--- src/rtl/imuldiv_mul_arbiter.sv ---
// Shares one iterative multiplier between two val/rdy requesters (round-robin or fixed priority); optional counters under IMULDIV_ARB_PERF_EN.
// Zero added latency (combinational forwarding); while the owner stalls its response, both request ports see rdy=0.
module imuldiv_mul_arbiter #(
  parameter int unsigned FIXED_PRIO = 0
) (
  input  logic        clk,
  input  logic        reset,
  input  logic [31:0] req0_msg_a,
  input  logic [31:0] req0_msg_b,
  input  logic        req0_val,
  output logic        req0_rdy,
  output logic [63:0] resp0_msg_result,
  output logic        resp0_val,
  input  logic        resp0_rdy,
  input  logic [31:0] req1_msg_a,
  input  logic [31:0] req1_msg_b,
  input  logic        req1_val,
  output logic        req1_rdy,
  output logic [63:0] resp1_msg_result,
  output logic        resp1_val,
  input  logic        resp1_rdy,
  output logic [31:0] unit_req_msg_a,
  output logic [31:0] unit_req_msg_b,
  output logic        unit_req_val,
  input  logic        unit_req_rdy,
  input  logic [63:0] unit_resp_msg_result,
  input  logic        unit_resp_val,
  output logic        unit_resp_rdy
`ifdef IMULDIV_ARB_PERF_EN
  ,
  output logic [31:0] perf_grant0,
  output logic [31:0] perf_grant1,
  output logic [31:0] perf_busy
`endif
);

  typedef enum logic {IDLE, WAIT} state_t;

  state_t state_q, state_d;
  logic   owner_q, owner_d;
  logic   prio_q, prio_d;
  logic   win;
  logic   fire;
  logic   done;

  always_comb begin
    // With nobody valid the preferred port still drives the operand bus.
    win = prio_q;
    if (req0_val && !req1_val) begin
      win = 1'b0;
    end else if (!req0_val && req1_val) begin
      win = 1'b1;
    end else if (req0_val && req1_val && (FIXED_PRIO != 0)) begin
      win = 1'b0;
    end

    state_d          = state_q;
    owner_d          = owner_q;
    prio_d           = prio_q;
    fire             = 1'b0;
    done             = 1'b0;
    req0_rdy         = 1'b0;
    req1_rdy         = 1'b0;
    unit_req_val     = 1'b0;
    unit_resp_rdy    = 1'b0;
    resp0_val        = 1'b0;
    resp1_val        = 1'b0;
    resp0_msg_result = '0;
    resp1_msg_result = '0;
    unit_req_msg_a   = win ? req1_msg_a : req0_msg_a;
    unit_req_msg_b   = win ? req1_msg_b : req0_msg_b;

    if (!reset) begin
      if (state_q == IDLE) begin
        unit_req_val = win ? req1_val : req0_val;
        req0_rdy     = !win && unit_req_rdy;
        req1_rdy     = win && unit_req_rdy;
        fire         = unit_req_val && unit_req_rdy;
        if (fire) begin
          owner_d = win;
          state_d = WAIT;
        end
      end else begin
        unit_resp_rdy = owner_q ? resp1_rdy : resp0_rdy;
        if (owner_q) begin
          resp1_val        = unit_resp_val;
          resp1_msg_result = unit_resp_msg_result;
        end else begin
          resp0_val        = unit_resp_val;
          resp0_msg_result = unit_resp_msg_result;
        end
        done = unit_resp_val && unit_resp_rdy;
        if (done) begin
          state_d = IDLE;
          prio_d  = ~owner_q;
        end
      end
    end
  end

  always_ff @(posedge clk) begin
    if (reset) begin
      state_q <= IDLE;
      owner_q <= 1'b0;
      prio_q  <= 1'b0;
    end else begin
      state_q <= state_d;
      owner_q <= owner_d;
      prio_q  <= prio_d;
    end
  end

`ifdef IMULDIV_ARB_PERF_EN
  logic [31:0] perf_grant0_q, perf_grant0_d;
  logic [31:0] perf_grant1_q, perf_grant1_d;
  logic [31:0] perf_busy_q, perf_busy_d;

  always_comb begin
    perf_grant0_d = perf_grant0_q;
    perf_grant1_d = perf_grant1_q;
    perf_busy_d   = perf_busy_q;
    if (fire && !win) perf_grant0_d = perf_grant0_q + 32'd1;
    if (fire && win)  perf_grant1_d = perf_grant1_q + 32'd1;
    if (state_q == WAIT) perf_busy_d = perf_busy_q + 32'd1;
  end

  always_ff @(posedge clk) begin
    if (reset) begin
      perf_grant0_q <= '0;
      perf_grant1_q <= '0;
      perf_busy_q   <= '0;
    end else begin
      perf_grant0_q <= perf_grant0_d;
      perf_grant1_q <= perf_grant1_d;
      perf_busy_q   <= perf_busy_d;
    end
  end

  assign perf_grant0 = perf_grant0_q;
  assign perf_grant1 = perf_grant1_q;
  assign perf_busy   = perf_busy_q;
`endif

endmodule

--- config.mk ---
export PLATFORM = sky130hd
export DESIGN_NAME = imuldiv_mul_arbiter
export DESIGN_NICKNAME = d
export VERILOG_FILES = /design/src/rtl/imuldiv_mul_arbiter.sv
export SDC_FILE = /design/constraint.sdc
export NUM_CORES = 1
export LEC_CHECK = 0
export CORE_AREA = 2 2 154 156
export CTS_BUF_LIST = sky130_fd_sc_hd__clkbuf_16
export DETAILED_ROUTE_END_ITERATION = 12
export DIE_AREA = 0 0 156 158
export PLACE_DENSITY = 0.45
export SLEW_MARGIN = 25
export SYNTH_ARGS = -nofsm -noshare
export SYNTH_HDL_FRONTEND = slang
export SYNTH_SLANG_ARGS = --single-unit
--- constraint.sdc ---
create_clock -name clk -period 2.5 [get_ports clk]
set_clock_uncertainty 0.15 [all_clocks]
set_input_delay 0.5 -clock clk [delete_from_list [all_inputs] [get_ports clk]]
set_output_delay 0.5 -clock clk [all_outputs]
set_load 0.02 [all_outputs]
# Word level (Yosys, flattened, before mapping)

Cells that the tools add are included.

Bits in registers: 3

Muxes and demuxes: 29
Bitwise gates (word level): 2
Reduce and logical (&&, ||, !) cells: 11

Operator list:

| operator            | count |
|---|---|
| $mux W64            | 6 |
| $mux W32            | 2 |
| $mux W1             | 21 |
| $logic_and A1 B1 Y1 | 6 |
| $reduce_and A2 Y1   | 2 |
| $logic_not A1 Y1    | 3 |
| $not A1 Y1          | 2 |

# Longest topological paths before layout

Gate-level depths: netlist of run 1.

Depth after elaboration: 8
Mapped depth: 5

# Worst setup path after synthesis of run 1

Ideal clock, no wire load.

Path type: input-to-output
Start point: input port req0_val
End point: output port req0_rdy
Data arrival time: 1.633 ns
Data required time: 1.850 ns
Path slack: 0.217 ns
Cell stages on the path: 5
Path through: inv_2 -> maj3_2 -> buf_6 -> buf_6 -> nor3_1

Cells in the longest elaborated chain, start to end: 8
Elaborated cells on any way between the ends: 9
Classes of those cells: 4 x mux; 5 x reduce/logical

RTL lines:

| item                  | line | source |
|---|---|---|
| from (decl)           | 10   | `input logic req0_val,` |
| $logic_not A1 Y1      | 51   | `end else if (!req0_val && req1_val) begin` |
| $logic_and A1 B1 Y1   | 51   |  |
| $mux W1               | 51   |  |
| $mux W1 *             | 49   | `if (req0_val && !req1_val) begin` |
| $logic_not A1 Y1 *    | 76   | `req0_rdy = !win && unit_req_rdy;` |
| $logic_and A1 B1 Y1 * | 76   |  |
| $mux W1 *             | 74   | `if (state_q == IDLE) begin` |
| $mux W1 *             | 73   | `if (!reset) begin` |
| to (decl)             | 11   | `output logic req0_rdy,` |

Every way passes the cells marked *; elsewhere a longest branch is shown, timed or not.

# Worst setup path after layout of run 1

Start point: input port req1_val
End point: output port unit_req_msg_a[16]

Cells in the longest elaborated chain, start to end: 4
Elaborated cells on any way between the ends: 6
Classes of those cells: 3 x mux; 3 x reduce/logical

RTL lines:

| item                                                    | line   | source |
|---|---|---|
| from (decl)                                             | 17     | `input logic req1_val,` |
| $logic_and A1 B1 Y1 or $logic_not A1 Y1 (tied branches) | 51, 49 |  |
| $mux W1 or $logic_and A1 B1 Y1 (tied branches)          | 51, 49 |  |
| $mux W1 *                                               | 49     |  |
| $mux W32 *                                              | 70     | `unit_req_msg_a = win ? req1_msg_a : req0_msg_a;` |
| to (decl)                                               | 22     | `output logic [31:0] unit_req_msg_a,` |

Marked as above.

==> metrics.md, run 1 <==
| Metric | Value |
|---|---|
| Status | finished clean |
| Largest net degree at the start of global routing | 35 |
| Most frequent cell after synthesis | nor2_1 |
| Die Span Y | 158 um |
| Synth Register Bits | 3 |
| Placed cell count | 999 |
| Unrepaired setup endpoints after global routing | yes |
| Num CTS Buffers | 3 |
| Clock network fraction of total power | between 10% and 20% |
| Initial antenna violation count | 1 |
| LEAKAGE | 2.727 nW |
| WL final | 18080 um |
| Gpl congestion | 0.7898 |
| Hpwl dp | 14980 um |
| Period utilisation layout | a little over nine tenths |
| Final min period | 2.455 ns |
| Drt drc | 0 |
| Internal Power | between 0.9 and 1 mW |
| Fmax | between 0.4 and 0.5 GHz |
| CP required | 1.85 ns |
| Die width | roughly 160 um |
| Finish-stage setup viols | 0 |
| Top FF cell, synth | dfxtp_1 |
| Port Buffers | 397 |
| Final hold viol count | 0 |
| Hold-fix buffers at CTS | 0 |
| Critical path launch point type | primary input |
| Top cell type by total area after synthesis | mux2_4 |
| Pwr dens | 271.6 mW/mm^2 |
| Vias per cell | 3.709 |
| Sw Ratio | 40.35% |
| Flop pwr share | 3.7% |
| Synth area leaders | mux2_4, nor2_1, mux2_2 |
| WL per Instance | roughly 18 um |
| Placed Area | 0.006437 sq mm |
| Mapped Cells | 314 |
| Gr usage total | between 10% and 20% |
| Post-Syn Area per Cell | 6.216 sq um |
| First drt pass iteration count | 4 |
| P_sw | 0.6519 mW |
| Fin. max-slew vios | 0 |
| CP max FO | 22 |
| Number of global-route vias before repair | 3990 |
| Maximum vdd drop | 0.0001336 V |
| Clk buf depth | 2 |
| Synth Cell Area | a little under 0.002 sq mm |
| Seq/Total Area, Yosys | 3.077% |
| Core Footprint | 0.02305 sq mm |
| Mapped Nets | between 500 and 600 |
| Slew headroom | 81.88% |
| Post-synth top area share | between 20% and 30% |
| Full die area | 0.02465 sq mm |
| Root Buffer | clkbuf_16 |
| Congestion Overflow GR | 0 |
| P&R area growth vs syn | 204.7% |
| Clock Sinks | 3 |
| Num ports | around 400 |
| Number of enable flip-flop cells after synthesis | 0 |
| TritonCTS clock tree | yes |
| ANT nets after route | 0 |
| DR vias | 3742 |
| Global-route wire length before repair | between 20000 and 25000 um |
| Pwr Total | 1.616 mW |
| Hold Path Class | reg2reg |
| Power share of the combinational group | 80.8% |
| Worst-path clk slew | ~0.03 ns |
| Unique masters post-synth | 22 |
| Clock Latency Late Sink | 0.22 ns |
| # rows | between 50 and 60 |
| CP Class | in2out |
| Ys Warns | 0 |
| Fin cells | 1009 |
| CP Data Arrival Time | 1.80 ns |
| Layout cells sized above 1 | 37.60% |
| Initial drt markers | 130 |
| Initial core utilization | 8.467% |
| H-tree Lvls | 1 |
| Post-synth ARST share | 0% |
| Slew @ Worst Pin | 0.2709 ns |
| Worst Setup End Kind | primary output |
| Final nets | 919 |
| Design Area, Final | 0.005948 sq mm |
| Post-synth top cells | nor2_1, nand2_1, mux2_4 |
| Max Cap Viol | 0 |
## power by group through the flow
stage	clock network, mW	registers, mW	logic [mW]
2_1_floorplan	0	0.0563	0.601
3_3_place_gp	0	0.0615	1.39
3_5_place_dp	0	0.0612	1.38
4_1_cts	0.254	0.0607	1.37
5_1_grt	0.261	0.0612	1.38
6_report	0.249	0.0602	1.31
## stage by stage
| stage | hold WS [ns] | setup WS [ns] | util (%) | setup TNS [ns] |
|---|---|---|---|---|
| 4_1_cts | 0.5369 | -0.04132 | 28.19 | -0.04218 |
| 2_1_floorplan | 0.3588 | 0.2168 | - | 0 |
| 5_1_grt | 0.5762 | -0.003546 | 25.80 | -0.003546 |
| 3_3_place_gp | 0.5308 | -0.7304 | 27.93 | -110.38 |
| 6_report | 0.5222 | 0.04536 | 25.80 | 0 |
| 3_5_place_dp | 0.5300 | -0.7167 | 27.93 | -104.69 |
## state kept, by name, summed over array words and instances (netlist names)
register,flops
state_q,1
prio_q,1
owner_q,1
## layout make-up
type                       count  area (sq um)
antenna                        1         2.502
clock buffer                   3         75.07
clock inverter                 1         3.754
fill                        2619         17100
inverter                       1         3.754
multi-input combinational    280          1752
sequential                     3         61.31
tap                          290         362.8
timing repair buffer         430          3687
## kinds of logic after synthesis
family	after synthesis	synth area share [%]
compound gates	5	1.924
fa+ha+maj	1	0.5769
buf+inv	31	8.398
flops	3	3.077
mux	65	44.74
simple gates	209	41.28
## worst max-delay path, cell delays in order
cell and delay (ns):
buf_4 0.12, maj3_4 0.38, buf_6 0.14, buf_16 0.16, mux2_2 0.31, buf_2 0.17
## cells in the final DEF, fill, tap and decap left out
master,n
nand2b_2,1
nand2_1,65
buf_2,62
buf_16,3
a2bb2oi_1,1
buf_6,5
or2_2,1
maj3_4,1
o22ai_1,1
clkbuf_16,3
inv_2,1
dlygate4sd2_1,21
buf_12,10
mux2_2,23
clkdlybuf4s50_1,196
dfxtp_2,1
inv_1,1
clkdlybuf4s15_2,11
o21a_1,1
clkbuf_2,77
mux2i_1,1
diode_2,1
nand2b_1,2
o32ai_1,1
nor2_1,132
clkdlybuf4s15_1,18
mux2_4,41
nor2_2,3
dfxtp_1,2
nand3_1,1
nor3_1,2
a31oi_1,1
buf_4,27
nor3b_1,2
## what timing repair did
item,CTS,global route
pin swaps,0,1
cloned,2,0
buffers inserted,5,0
setup endpoints to repair,196,132
resized for setup,429,186
## layer usage
layer  share of wire [%]  GRT usage [%]
met3                  10          3.832
met2                  50          24.69
met1                  39          15.17
met5                   0              0
met4                 1.1          2.752
## final timing paths
check                           cells past startpoint  slack (ns)                  end                 from
worst min-delay path                                3        0.52  prio_q$_SDFFE_PP0P_  prio_q$_SDFFE_PP0P_
worst max-delay path                                6        0.05   unit_req_msg_a[16]             req1_val
worst min register to register                      3        0.52  prio_q$_SDFFE_PP0P_  prio_q$_SDFFE_PP0P_
worst max register to register                      5        1.09   state_q$_SDFF_PP0_   state_q$_SDFF_PP0_
No activity file was read; power rests on OpenSTA's default activity.
==> run 2: changes to the inputs <==
--- a/config.mk
+++ b/config.mk
@@ -5,11 +5,14 @@
 export SDC_FILE = /design/constraint.sdc
 export NUM_CORES = 1
 export LEC_CHECK = 0
-export CORE_AREA = 2 2 154 156
+export CELL_PAD_IN_SITES_DETAIL_PLACEMENT = 1
+export CELL_PAD_IN_SITES_GLOBAL_PLACEMENT = 1
+export CORE_AREA = 2 2 153 155
 export CTS_BUF_LIST = sky130_fd_sc_hd__clkbuf_16
 export DETAILED_ROUTE_END_ITERATION = 12
-export DIE_AREA = 0 0 156 158
-export PLACE_DENSITY = 0.45
+export DIE_AREA = 0 0 155 157
+export HOLD_SLACK_MARGIN = 0.15
+export PLACE_DENSITY = 0.74
 export SLEW_MARGIN = 25
 export SYNTH_ARGS = -nofsm -noshare
 export SYNTH_HDL_FRONTEND = slang
==> metrics.md, run 2 (synthesis results as in run 1) <==
| Metric | Value |
|---|---|
| Most common cell after layout, fill and taps aside | clkdlybuf4s50_1 (unchanged) |
| Hpwl dp | 15550 um (was 14980 um) |
| Hold Path Class | reg2reg (unchanged) |
| Root Buffer | clkbuf_16 (unchanged) |
| Die width | 155 um (was 156 um) |
| Clock Latency Late Sink | 0.22 ns (about the same) |
| Most frequent cells in the layout | clkdlybuf4s50_1, nor2_1, dlygate4sd2_1 (was clkdlybuf4s50_1, nor2_1, clkbuf_2) |
| Congestion Overflow GR | 0 (unchanged) |
| Slew headroom | 71.13% (was 81.88%) |
| Worst Setup End Kind | primary output (unchanged) |
| ANT nets after route | 0 (unchanged) |
| Period utilisation layout | 99.23% (was 98.19%) |
| Clock Sinks | 3 (unchanged) |
| Design Area, Final | 0.006267 sq mm (was 0.005948 sq mm) |
| Global-route wire length before repair | 26330 um (was 24500 um) |
| CP required | 1.85 ns (about the same) |
| P&R area growth vs syn | 221.1% (was 204.7%) |
| Critical path launch point type | primary input (unchanged) |
| Finish-stage setup viols | 0 (unchanged) |
| CP top delay family | buffers and inverters (unchanged) |
| Status | finished clean (unchanged) |
| CP Class | in2out (unchanged) |
| First drt pass iteration count | 4 (unchanged) |
| Max Cap Viol | 0 (unchanged) |
| TritonCTS clock tree | yes (unchanged) |
| Crit-path slowest cell | maj3_4 (unchanged) |
| Largest net degree at the start of global routing | 40 (was 35) |
| Crit path largest cell delay | 0.38 ns (about the same) |
| Hold-fix buffers at CTS | 0 (unchanged) |
| Unrepaired setup endpoints after global routing | no (was yes) |
| WL per Instance | 18.67 um (was 17.92 um) |
| Core Footprint | 0.02250 sq mm (was 0.02305 sq mm) |
| Pwr dens | 264.6 mW/mm^2 (was 271.6 mW/mm^2) |
| Initial drt markers | 84 (was 130) |
| Vias per cell | 3.733 (was 3.709) |
| Fmax | 0.4031 GHz (was 0.4074 GHz) |
| Slew @ Worst Pin | 0.4317 ns (was 0.2709 ns) |
| Layout cells sized above 1 | 24.27% (was 37.60%) |
| Final nets | 918 (was 919) |
| Die Span Y | 157 um (was 158 um) |
| Number of global-route vias before repair | 4037 (was 3990) |
| Total Neg Setup Slack | 0 ns (unchanged) |
| Largest registers | owner_q: 1 flops, prio_q: 1 flops, state_q: 1 flops (unchanged) |
| Initial core utilization | 8.674% (was 8.467%) |
| Placed Area | 0.006374 sq mm (was 0.006437 sq mm) |
| Drt drc | 0 (unchanged) |
| Initial antenna violation count | 0 (was 1) |
| Num ports | 398 (unchanged) |
| Num CTS Buffers | 3 (unchanged) |
| DR vias | 3740 (was 3742) |
| Full die area | 0.02434 sq mm (was 0.02465 sq mm) |
| Final min period | 2.481 ns (was 2.455 ns) |
| Antenna diode count | 0 (was 1) |
| Clk buf depth | 2 (unchanged) |
| CP max FO | 10 (was 22) |
| CP cell instances | buf_6 > maj3_4 > buf_12 > buf_16 > mux2_4 > clkdlybuf4s15_2 (was buf_4 > maj3_4 > buf_6 > buf_16 > mux2_2 > buf_2) |
| Maximum vdd drop | 0.0001719 V (was 0.0001336 V) |
| H-tree Lvls | 1 (unchanged) |
| Gr usage total | 14.25% (was 13.32%) |
| WL final | 18710 um (was 18080 um) |
| LEAKAGE | 3.094 nW (was 2.727 nW) |
| CP Data Arrival Time | 1.83 ns (was 1.80 ns) |
| Pwr Total | 1.659 mW (was 1.616 mW) |
| Final hold viol count | 0 (unchanged) |
| # rows | 55 (was 56) |
| Filler cells | 2740 (was 2619) |
| CP bufs+invs | 4 (unchanged) |
| Port Buffers | 397 (unchanged) |
| Gpl congestion | 0.7501 (was 0.7898) |
| Fin. max-slew vios | 0 (unchanged) |
| Worst-path clk slew | 0.03 ns (about the same) |
## run 2: final cells by class
type | count | area, sq um | share of cell area [%]
clock buffers | 3 | 75.07 | 1.198
clock inverters | 1 | 3.754 | 0.05989
repair buffers | 429 | 4020 | 64.14
flip-flops and latches | 3 | 62.56 | 0.9982
inverters | 1 | 6.256 | 0.09982
multi-input cells | 280 | 1743 | 27.81
well taps | 285 | 356.6 | 5.690
## run 2: routing by layer
metal  vias to the layer above  global-route usage [%]  wire, um
li1                       1809                       -         -
met1                      1682                   18.06      7901
met2                       243                   24.63      8702
met3                         6                   4.570      2042
met4                         0                  0.9700        59
met5                         -                       0         0
## run 2: power breakdown
group | internal [mW] | switching [mW] | total, mW
registers | 0.0537 | 0.00970 | 0.0634
logic | 0.732 | 0.609 | 1.34
clock network | 0.207 | 0.0469 | 0.253
total | 0.993 | 0.666 | 1.66
## run 2: path summary, 6_finish.rpt
path / slack [ns] / cells after the start / from / endpoint
worst max-delay path: 0.02 / 6 / req1_val / unit_req_msg_b[7]
worst min-delay path: 0.49 / 2 / state_q$_SDFF_PP0_ / state_q$_SDFF_PP0_
worst max register to register: 0.98 / 3 / state_q$_SDFF_PP0_ / owner_q$_SDFFE_PP0P_
worst min register to register: 0.49 / 2 / state_q$_SDFF_PP0_ / state_q$_SDFF_PP0_
## run 2: worst min-delay path, cell delays in order (launching register included)
cell     delay [ns]
dfxtp_2        0.40
o22ai_1        0.14
nor2_1         0.06
## run 2: timing repair
action	4_1_cts	5_1_grt
setup buffers	10	0
pin swaps	0	1
setup endpoints to repair	197	41
gates resized for setup	399	12
gates cloned	3	0
## run 2: through the flow
step	setup slack (ns)	util, %	cells	hold WS [ns]
after floorplan	0.2168	-	314	0.3588
final	0.01927	27.85	1002	0.4891
after detailed placement	-0.7016	28.32	988	0.4824
after global routing	0.003071	27.85	1002	0.5465
after global placement	-0.7120	28.32	988	0.4722
after CTS	-0.1044	28.28	1004	0.5031
